$ cat src/rtl/ar_fifo_drain_pkg.sv
// Shared constants for the acquisition FIFO read side: state encodings,
// default burst length and the word/halfword widths used by writer and reader.
package ar_fifo_drain_pkg;

  localparam int AR_BURST_LEN = 8;
  localparam int AR_OUT_W     = 16;
  localparam int AR_DATA_W    = 2 * AR_OUT_W;

  localparam logic [2:0] ST_IDLE = 3'd0;
  localparam logic [2:0] ST_RD   = 3'd1;
  localparam logic [2:0] ST_WT   = 3'd2;
  localparam logic [2:0] ST_HI   = 3'd3;
  localparam logic [2:0] ST_LO   = 3'd4;

  typedef enum logic [2:0] {
    S_IDLE = ST_IDLE,
    S_RD   = ST_RD,
    S_WT   = ST_WT,
    S_HI   = ST_HI,
    S_LO   = ST_LO
  } state_e;

endpackage

$ cat src/rtl/ar_fifo_drain.sv
// Burst reader: on FIFO full (or flush with data present) pops BURST_LEN words
// from a non-show-ahead FIFO and streams each as two halfwords, high half first.
module ar_fifo_drain #(
  parameter int BURST_LEN = ar_fifo_drain_pkg::AR_BURST_LEN,
  parameter int DATA_W    = ar_fifo_drain_pkg::AR_DATA_W,
  parameter int OUT_W     = ar_fifo_drain_pkg::AR_OUT_W
) (
  input  logic              clk,
  input  logic              reset,
  input  logic              full_ar,
  input  logic              empty_ar,
  input  logic [DATA_W-1:0] data_ar,
  output logic              rdreq_ar,
  input  logic              flush,
  output logic [OUT_W-1:0]  out_data,
  output logic              out_valid,
  input  logic              out_ready,
  output logic              out_last,
  output logic              busy,
  output logic              underrun,
  output logic [2:0]        o_dbg_state
);
  import ar_fifo_drain_pkg::*;

  localparam logic [7:0] LAST_CNT = 8'(BURST_LEN - 1);

  state_e             r_state;
  logic [7:0]         r_word_cnt;
  logic [OUT_W-1:0]   r_hold;
  logic               r_rdreq;
  logic [OUT_W-1:0]   r_out_data;
  logic               r_out_valid;
  logic               r_out_last;
  logic               r_underrun;

  state_e             w_state_nxt;
  logic [7:0]         w_word_cnt_nxt;
  logic [OUT_W-1:0]   w_hold_nxt;
  logic               w_rdreq_nxt;
  logic [OUT_W-1:0]   w_out_data_nxt;
  logic               w_out_valid_nxt;
  logic               w_out_last_nxt;
  logic               w_underrun_nxt;
  logic               w_hs;
  logic               w_last_word;
  logic               w_trigger;

  // Stream handshake: a halfword transfers on a rising edge where out_valid and
  // out_ready are both high; out_data/out_last hold and out_valid stays high
  // until that happens.
  always_comb begin
    w_state_nxt     = r_state;
    w_word_cnt_nxt  = r_word_cnt;
    w_hold_nxt      = r_hold;
    w_rdreq_nxt     = 1'b0;
    w_out_data_nxt  = r_out_data;
    w_out_valid_nxt = r_out_valid;
    w_out_last_nxt  = r_out_last;
    w_underrun_nxt  = r_underrun;
    w_hs            = r_out_valid && out_ready;
    w_last_word     = (r_word_cnt == LAST_CNT);
    w_trigger       = full_ar || (flush && !empty_ar);

    case (r_state)
      S_IDLE: begin
        if (w_trigger) begin
          w_rdreq_nxt    = 1'b1;
          w_word_cnt_nxt = 8'd0;
          w_state_nxt    = S_RD;
        end
      end
      S_RD: begin
        w_state_nxt = S_WT;
      end
      S_WT: begin
        // Only the low half is needed after this cycle.
        w_hold_nxt      = data_ar[OUT_W-1:0];
        w_out_data_nxt  = data_ar[OUT_W +: OUT_W];
        w_out_valid_nxt = 1'b1;
        w_state_nxt     = S_HI;
      end
      S_HI: begin
        if (w_hs) begin
          w_out_data_nxt = r_hold;
          w_out_last_nxt = w_last_word;
          w_state_nxt    = S_LO;
        end
      end
      S_LO: begin
        if (w_hs) begin
          w_out_valid_nxt = 1'b0;
          w_out_last_nxt  = 1'b0;
          w_word_cnt_nxt  = r_word_cnt + 8'd1;
          if (w_last_word) begin
            w_state_nxt = S_IDLE;
          end else if (empty_ar) begin
            // Truncated burst: no out_last, flag sticks until reset.
            w_underrun_nxt = 1'b1;
            w_state_nxt    = S_IDLE;
          end else begin
            w_rdreq_nxt = 1'b1;
            w_state_nxt = S_RD;
          end
        end
      end
      default: begin
        w_state_nxt = S_IDLE;
      end
    endcase
  end

  always_ff @(posedge clk or negedge reset) begin
    if (!reset) begin
      r_state     <= S_IDLE;
      r_word_cnt  <= 8'd0;
      r_hold      <= '0;
      r_rdreq     <= 1'b0;
      r_out_data  <= '0;
      r_out_valid <= 1'b0;
      r_out_last  <= 1'b0;
      r_underrun  <= 1'b0;
    end else begin
      r_state     <= w_state_nxt;
      r_word_cnt  <= w_word_cnt_nxt;
      r_hold      <= w_hold_nxt;
      r_rdreq     <= w_rdreq_nxt;
      r_out_data  <= w_out_data_nxt;
      r_out_valid <= w_out_valid_nxt;
      r_out_last  <= w_out_last_nxt;
      r_underrun  <= w_underrun_nxt;
    end
  end

  assign rdreq_ar    = r_rdreq;
  assign out_data    = r_out_data;
  assign out_valid   = r_out_valid;
  assign out_last    = r_out_last;
  assign underrun    = r_underrun;
  assign busy        = (r_state != S_IDLE);
  assign o_dbg_state = r_state;

endmodule

$ cat config.mk
export PLATFORM = sky130hd
export DESIGN_NAME = ar_fifo_drain
export DESIGN_NICKNAME = d
export VERILOG_FILES = /design/src/rtl/ar_fifo_drain_pkg.sv /design/src/rtl/ar_fifo_drain.sv
export SDC_FILE = /design/constraint.sdc
export NUM_CORES = 1
export LEC_CHECK = 0
export BUFFER_PORTS_ARGS = -buffer_cell sky130_fd_sc_hd__clkbuf_2
export CAP_MARGIN = 30
export CORE_AREA = 2 2 71 73
export CTS_CLUSTER_SIZE = 16
export DETAILED_ROUTE_END_ITERATION = 6
export DIE_AREA = 0 0 73 75
export MAX_ROUTING_LAYER = met4
export PLACE_DENSITY = 0.71
export RECOVER_POWER = 50
export SETUP_SLACK_MARGIN = 0.4
export SYNTH_ARGS = -nofsm -noshare
export SYNTH_HDL_FRONTEND = slang
export SYNTH_SLANG_ARGS = --single-unit
$ cat constraint.sdc
create_clock -name clk -period 1.5 [get_ports clk]
set_input_delay 0.15 -clock clk [delete_from_list [all_inputs] [get_ports clk]]
set_output_delay 0.15 -clock clk [all_outputs]
set_load 0.05 [all_outputs]
==> impl_table.tex <==
\begin{tabular}{lr}
\hline
Metric & Value \\
\hline
\multicolumn{2}{l}{\textbf{Cells and area}} \\
\quad Number of antenna diodes & 0 \\
\quad Layout fillers & 339 \\
\quad Syn-to-layout area delta & 52.14\% \\
\quad Share of cells above drive strength 1 & 0.5129 \\
\quad Final cell count without fillers & 325 \\
\quad Number of nets in the final layout & 309 \\
\multicolumn{2}{l}{\textbf{Synth}} \\
\quad Number of synthesized flops with an enable pin & 0 \\
\quad Total number of yosys warnings & 0 \\
\quad Gate count after technology mapping & 182 \\
\quad Register area share after synthesis & 0.5595 \\
\quad Top\_reg\_cell synth & sky130\_fd\_sc\_hd\_\_dfrtp\_1 \\
\quad Proportion of register bits with asynchronous set or reset after synthesis & 1.000 \\
\quad Number of distinct library cell variants in the gate-level netlist after synthesis & 33 \\
\quad Post-Syn Area & 0.002102 sq mm \\
\quad Syn avg cell area & 11.55 sq um \\
\quad Flop and latch count out of synthesis & 47 \\
\quad Synthesized net count & 221 \\
\multicolumn{2}{l}{\textbf{Routing}} \\
\quad Average wire per cell in the routed design & 15.85 um \\
\quad Drt first pass iters & 4 \\
\quad Violation count after the first detailed-route iteration & 49 \\
\quad DRC & 0 \\
\quad Per-cell via count in the routed design & 5.129 \\
\quad Post-DRT Antenna Nets & 0 \\
\quad Routed vias & 1,667 \\
\quad Wire length after detailed routing & 5152 um \\
\multicolumn{2}{l}{\textbf{STA}} \\
\quad Portion of the clock cycle consumed by the worst path in the final layout & 1.045 \\
\quad Setup Skew & 0.004369 ns \\
\quad Highest achievable clock rate & 638.0 MHz \\
\quad Number of slew-limit violations in the final report & 0 \\
\quad Slew @ Worst Pin & 0.5770 ns \\
\quad Final Hold Fails & 0 \\
\quad \# setup viols final & 4 \\
\quad RSZ-0062 raised after global routing & yes \\
\quad Smallest setup slack after layout & -0.06731 ns \\
\quad Post-layout minimum cycle time & 1.567 ns \\
\quad Worst relative slew slack & 0.6153 \\
\quad Worst hold slack across all endpoints & 0.06745 ns \\
\multicolumn{2}{l}{\textbf{Global route}} \\
\quad Aggregate global-route resource usage & 0.2192 \\
\quad Routing layer with the top usage in global route & met2 \\
\quad Fraction of met3 tracks used by global routing & 0.04284 \\
\quad Fraction of met2 tracks used by global routing & 0.3453 \\
\quad Met1 Use GR & 0.2913 \\
\quad Via count of the first global-routing pass & 1,737 \\
\quad Maximum number of pins on one net before global-route repair & 33 \\
\quad First-pass GRT wire length & 8728 um \\
\quad Antenna violations before repair & 0 \\
\quad GR Overflow Total & 0 \\
\multicolumn{2}{l}{\textbf{Critical path}} \\
\quad Launching element of the worst setup path & o\_dbg\_state[1]\$\_DFFE\_PN0P\_ \\
\quad Maximum fanout encountered on the critical timing path & 2 \\
\quad Reg-to-reg startpoint & r\_word\_cnt[5]\$\_DFFE\_PN0P\_ \\
\quad Crit Reg-Reg Endpoint & o\_dbg\_state[0]\$\_DFFE\_PN0P\_ \\
\quad Worst endpoint data arrival time & 1.42 ns \\
\quad Worst-case reg-to-reg path depth & 4 \\
\quad Worst-case register-to-register setup slack & -0.02 ns \\
\quad Critical Path Source Type & flip-flop \\
\quad Data required time of the worst path & 1.35 ns \\
\quad Kind of end point of the critical path & output port \\
\quad Worst setup path category & flip-flop to output port \\
\multicolumn{2}{l}{\textbf{Die}} \\
\quad Die outline height & 75 um \\
\quad Die X-Extent & 73 um \\
\quad Placeable Area & 0.004661 sq mm \\
\quad Die area & 0.005475 sq mm \\
\quad Number of top-level pins & 62 \\
\quad Initial core utilization & 0.4510 \\
\quad Row count & 25 \\
\multicolumn{2}{l}{\textbf{Outcome}} \\
\quad Status & finished with violations \\
\quad Violated checks & negative setup slack \\
\multicolumn{2}{l}{\textbf{Placed design}} \\
\quad Setup slack after placement & -0.1059 ns \\
\quad Placer's final routability congestion estimate & 0.7460 \\
\quad Post-Place Cells & 306 \\
\quad Placed wire-length estimate & 3262 um \\
\quad IO buf count & 61 \\
\multicolumn{2}{l}{\textbf{Clock network}} \\
\quad Clock insertion delay at the later pin of the skew report & 0.31 ns \\
\quad Clk sinks & 47 \\
\quad Depth of the CTS H-tree & 2 \\
\quad CTS tree & yes \\
\quad Number of buffers between clock root and the deepest sink & 2 \\
\quad Post-CTS clock slew at the launch and capture registers of the worst setup and hold paths & 0.09 ns \\
\quad Inserted Clock Buffers & 5 \\
\quad Buffer cell driving the clock tree root & sky130\_fd\_sc\_hd\_\_clkbuf\_8 \\
\multicolumn{2}{l}{\textbf{Min path}} \\
\quad Launch point of the worst hold path & data\_ar[2] \\
\quad WHS Endpoint & r\_hold[2]\$\_DFFE\_PN0P\_ \\
\quad Hold depth & 2 \\
\quad Hold Path Class & input port to flip-flop \\
\multicolumn{2}{l}{\textbf{Power and ir drop}} \\
\quad Leakage power & 1.623 nW \\
\quad Worst IR Drop VDD & 1351 uV \\
\quad Power per Cell Area & 2403 mW/mm\^{}2 \\
\quad Total power draw & 7.686 mW \\
\multicolumn{2}{l}{\textbf{Run}} \\
\quad Max-capacitance violation count & 0 \\
\hline
\end{tabular}
==> critical path: stages, from the launching register on <==
cell and delay [ns]:
sky130_fd_sc_hd__dfrtp_2 0.43, sky130_fd_sc_hd__buf_6 0.12, sky130_fd_sc_hd__or3_4 0.39, sky130_fd_sc_hd__clkbuf_16 0.18
==> cells in the mapped netlist, drive strengths merged, types with 3 or more instances <==
cell type,n,share of area
nor4,5,0.027
xnor2,5,0.021
o21bai,3,0.011
buf,7,0.020
a21o,4,0.014
mux2,16,0.086
o21ai,18,0.043
mux2i,18,0.086
nand2,25,0.045
nor2,9,0.017
clkbuf,3,0.0054
nor3,3,0.0071
nand3,5,0.012
dfrtp,47,0.56
==> state kept, by name, indices dropped and copies added (netlist names) <==
name and count:
rdreq_ar 1, out_last 1, out_valid 1, o_dbg_state 3, underrun 1, r_word_cnt 8
out_data 16, r_hold 16
==> per-layer routing <==
| metal | vias up | wire length, um |
|---|---|---|
| li1 | 812 | - |
| met4 | 0 | 65 |
| met1 | 789 | 2409 |
| met5 | - | 0 |
| met3 | 8 | 206 |
| met2 | 58 | 2471 |
==> worst max-delay path by stage <==
stage / end / slack (ns) / cells past startpoint
after floorplan: out_valid$_DFFE_PN0P_ / -0.27 / 6
after global placement: out_valid$_DFFE_PN0P_ / -0.06 / 3
after detailed placement: out_valid$_DFFE_PN0P_ / -0.11 / 3
after CTS: busy / -0.06 / 3
after global routing: busy / -0.11 / 3
final: busy / -0.07 / 3
==> power breakdown <==
group	total, mW	switching [mW]	leakage (nW)	internal [mW]
sequential	2.10	0.290	0.579	1.81
clock	0.834	0.457	0.0474	0.377
combinational	4.75	2.50	0.997	2.25
==> logic make-up after synthesis <==
group / synth area share
DFF: 0.5595
AOI/OAI and AO/OA: 0.08155
xor gates and xnor gates: 0.02083
and+or+nand+nor: 0.1339
buffers and inverters: 0.02678
muxes: 0.1714
adders and majority gates: 0.005951
==> per-stage QoR <==
stage	util	TNS, ns	cell area (sq um)
after floorplan	-	-7.196	2145
after global placement	0.5624	-0.3764	2621
after detailed placement	0.5624	-0.7291	2621
after CTS	0.6757	-0.07172	3149
after global routing	0.6862	-1.345	3198
final	0.6862	-0.1075	3198
==> layout by cell type (no fill, tap or decap), types with 2 or more instances in the layout <==
cell type                    n
sky130_fd_sc_hd__buf_6       9
sky130_fd_sc_hd__xnor2_1     5
sky130_fd_sc_hd__nand2_1    23
sky130_fd_sc_hd__nand3_2     2
sky130_fd_sc_hd__nand3_1     3
sky130_fd_sc_hd__nor2_2      2
sky130_fd_sc_hd__mux2_4     15
sky130_fd_sc_hd__a21o_1      4
sky130_fd_sc_hd__nor2_1      6
sky130_fd_sc_hd__dfrtp_1    44
sky130_fd_sc_hd__clkbuf_4    9
sky130_fd_sc_hd__nor3_4      2
sky130_fd_sc_hd__buf_4      17
sky130_fd_sc_hd__buf_2       5
sky130_fd_sc_hd__o21ai_1    18
sky130_fd_sc_hd__nor4_4      4
sky130_fd_sc_hd__mux2i_1    17
sky130_fd_sc_hd__nand2_2     2
sky130_fd_sc_hd__clkbuf_2   38
sky130_fd_sc_hd__buf_12      4
sky130_fd_sc_hd__dfrtp_2     3
sky130_fd_sc_hd__buf_16      2
sky130_fd_sc_hd__clkbuf_16   5
sky130_fd_sc_hd__clkbuf_8    6
==> final cells by class <==
| class | instances | area [sq um] | share of cell area |
|---|---|---|---|
| clock inverter | 2 | 16.27 | 0.005086 |
| multi-input combinational | 124 | 1062 | 0.3322 |
| sequential | 47 | 1180 | 0.3689 |
| tap | 54 | 67.56 | 0.02113 |
| inverter | 1 | 3.754 | 0.001174 |
| timing repair buffer | 91 | 785.8 | 0.2457 |
| clock buffer | 6 | 82.58 | 0.02582 |
==> timing repair <==
item | in CTS | in global routing
pin swaps | 17 | 7
resized for setup | 77 | 21
buffers inserted | 6 | 2
cloned | 2 | 0
hold buffers | 1 | 0
endpoints found under the setup margin | 64 | 83
endpoints found under the hold margin | 17 | 0
Power figures use the tool's default switching activity.
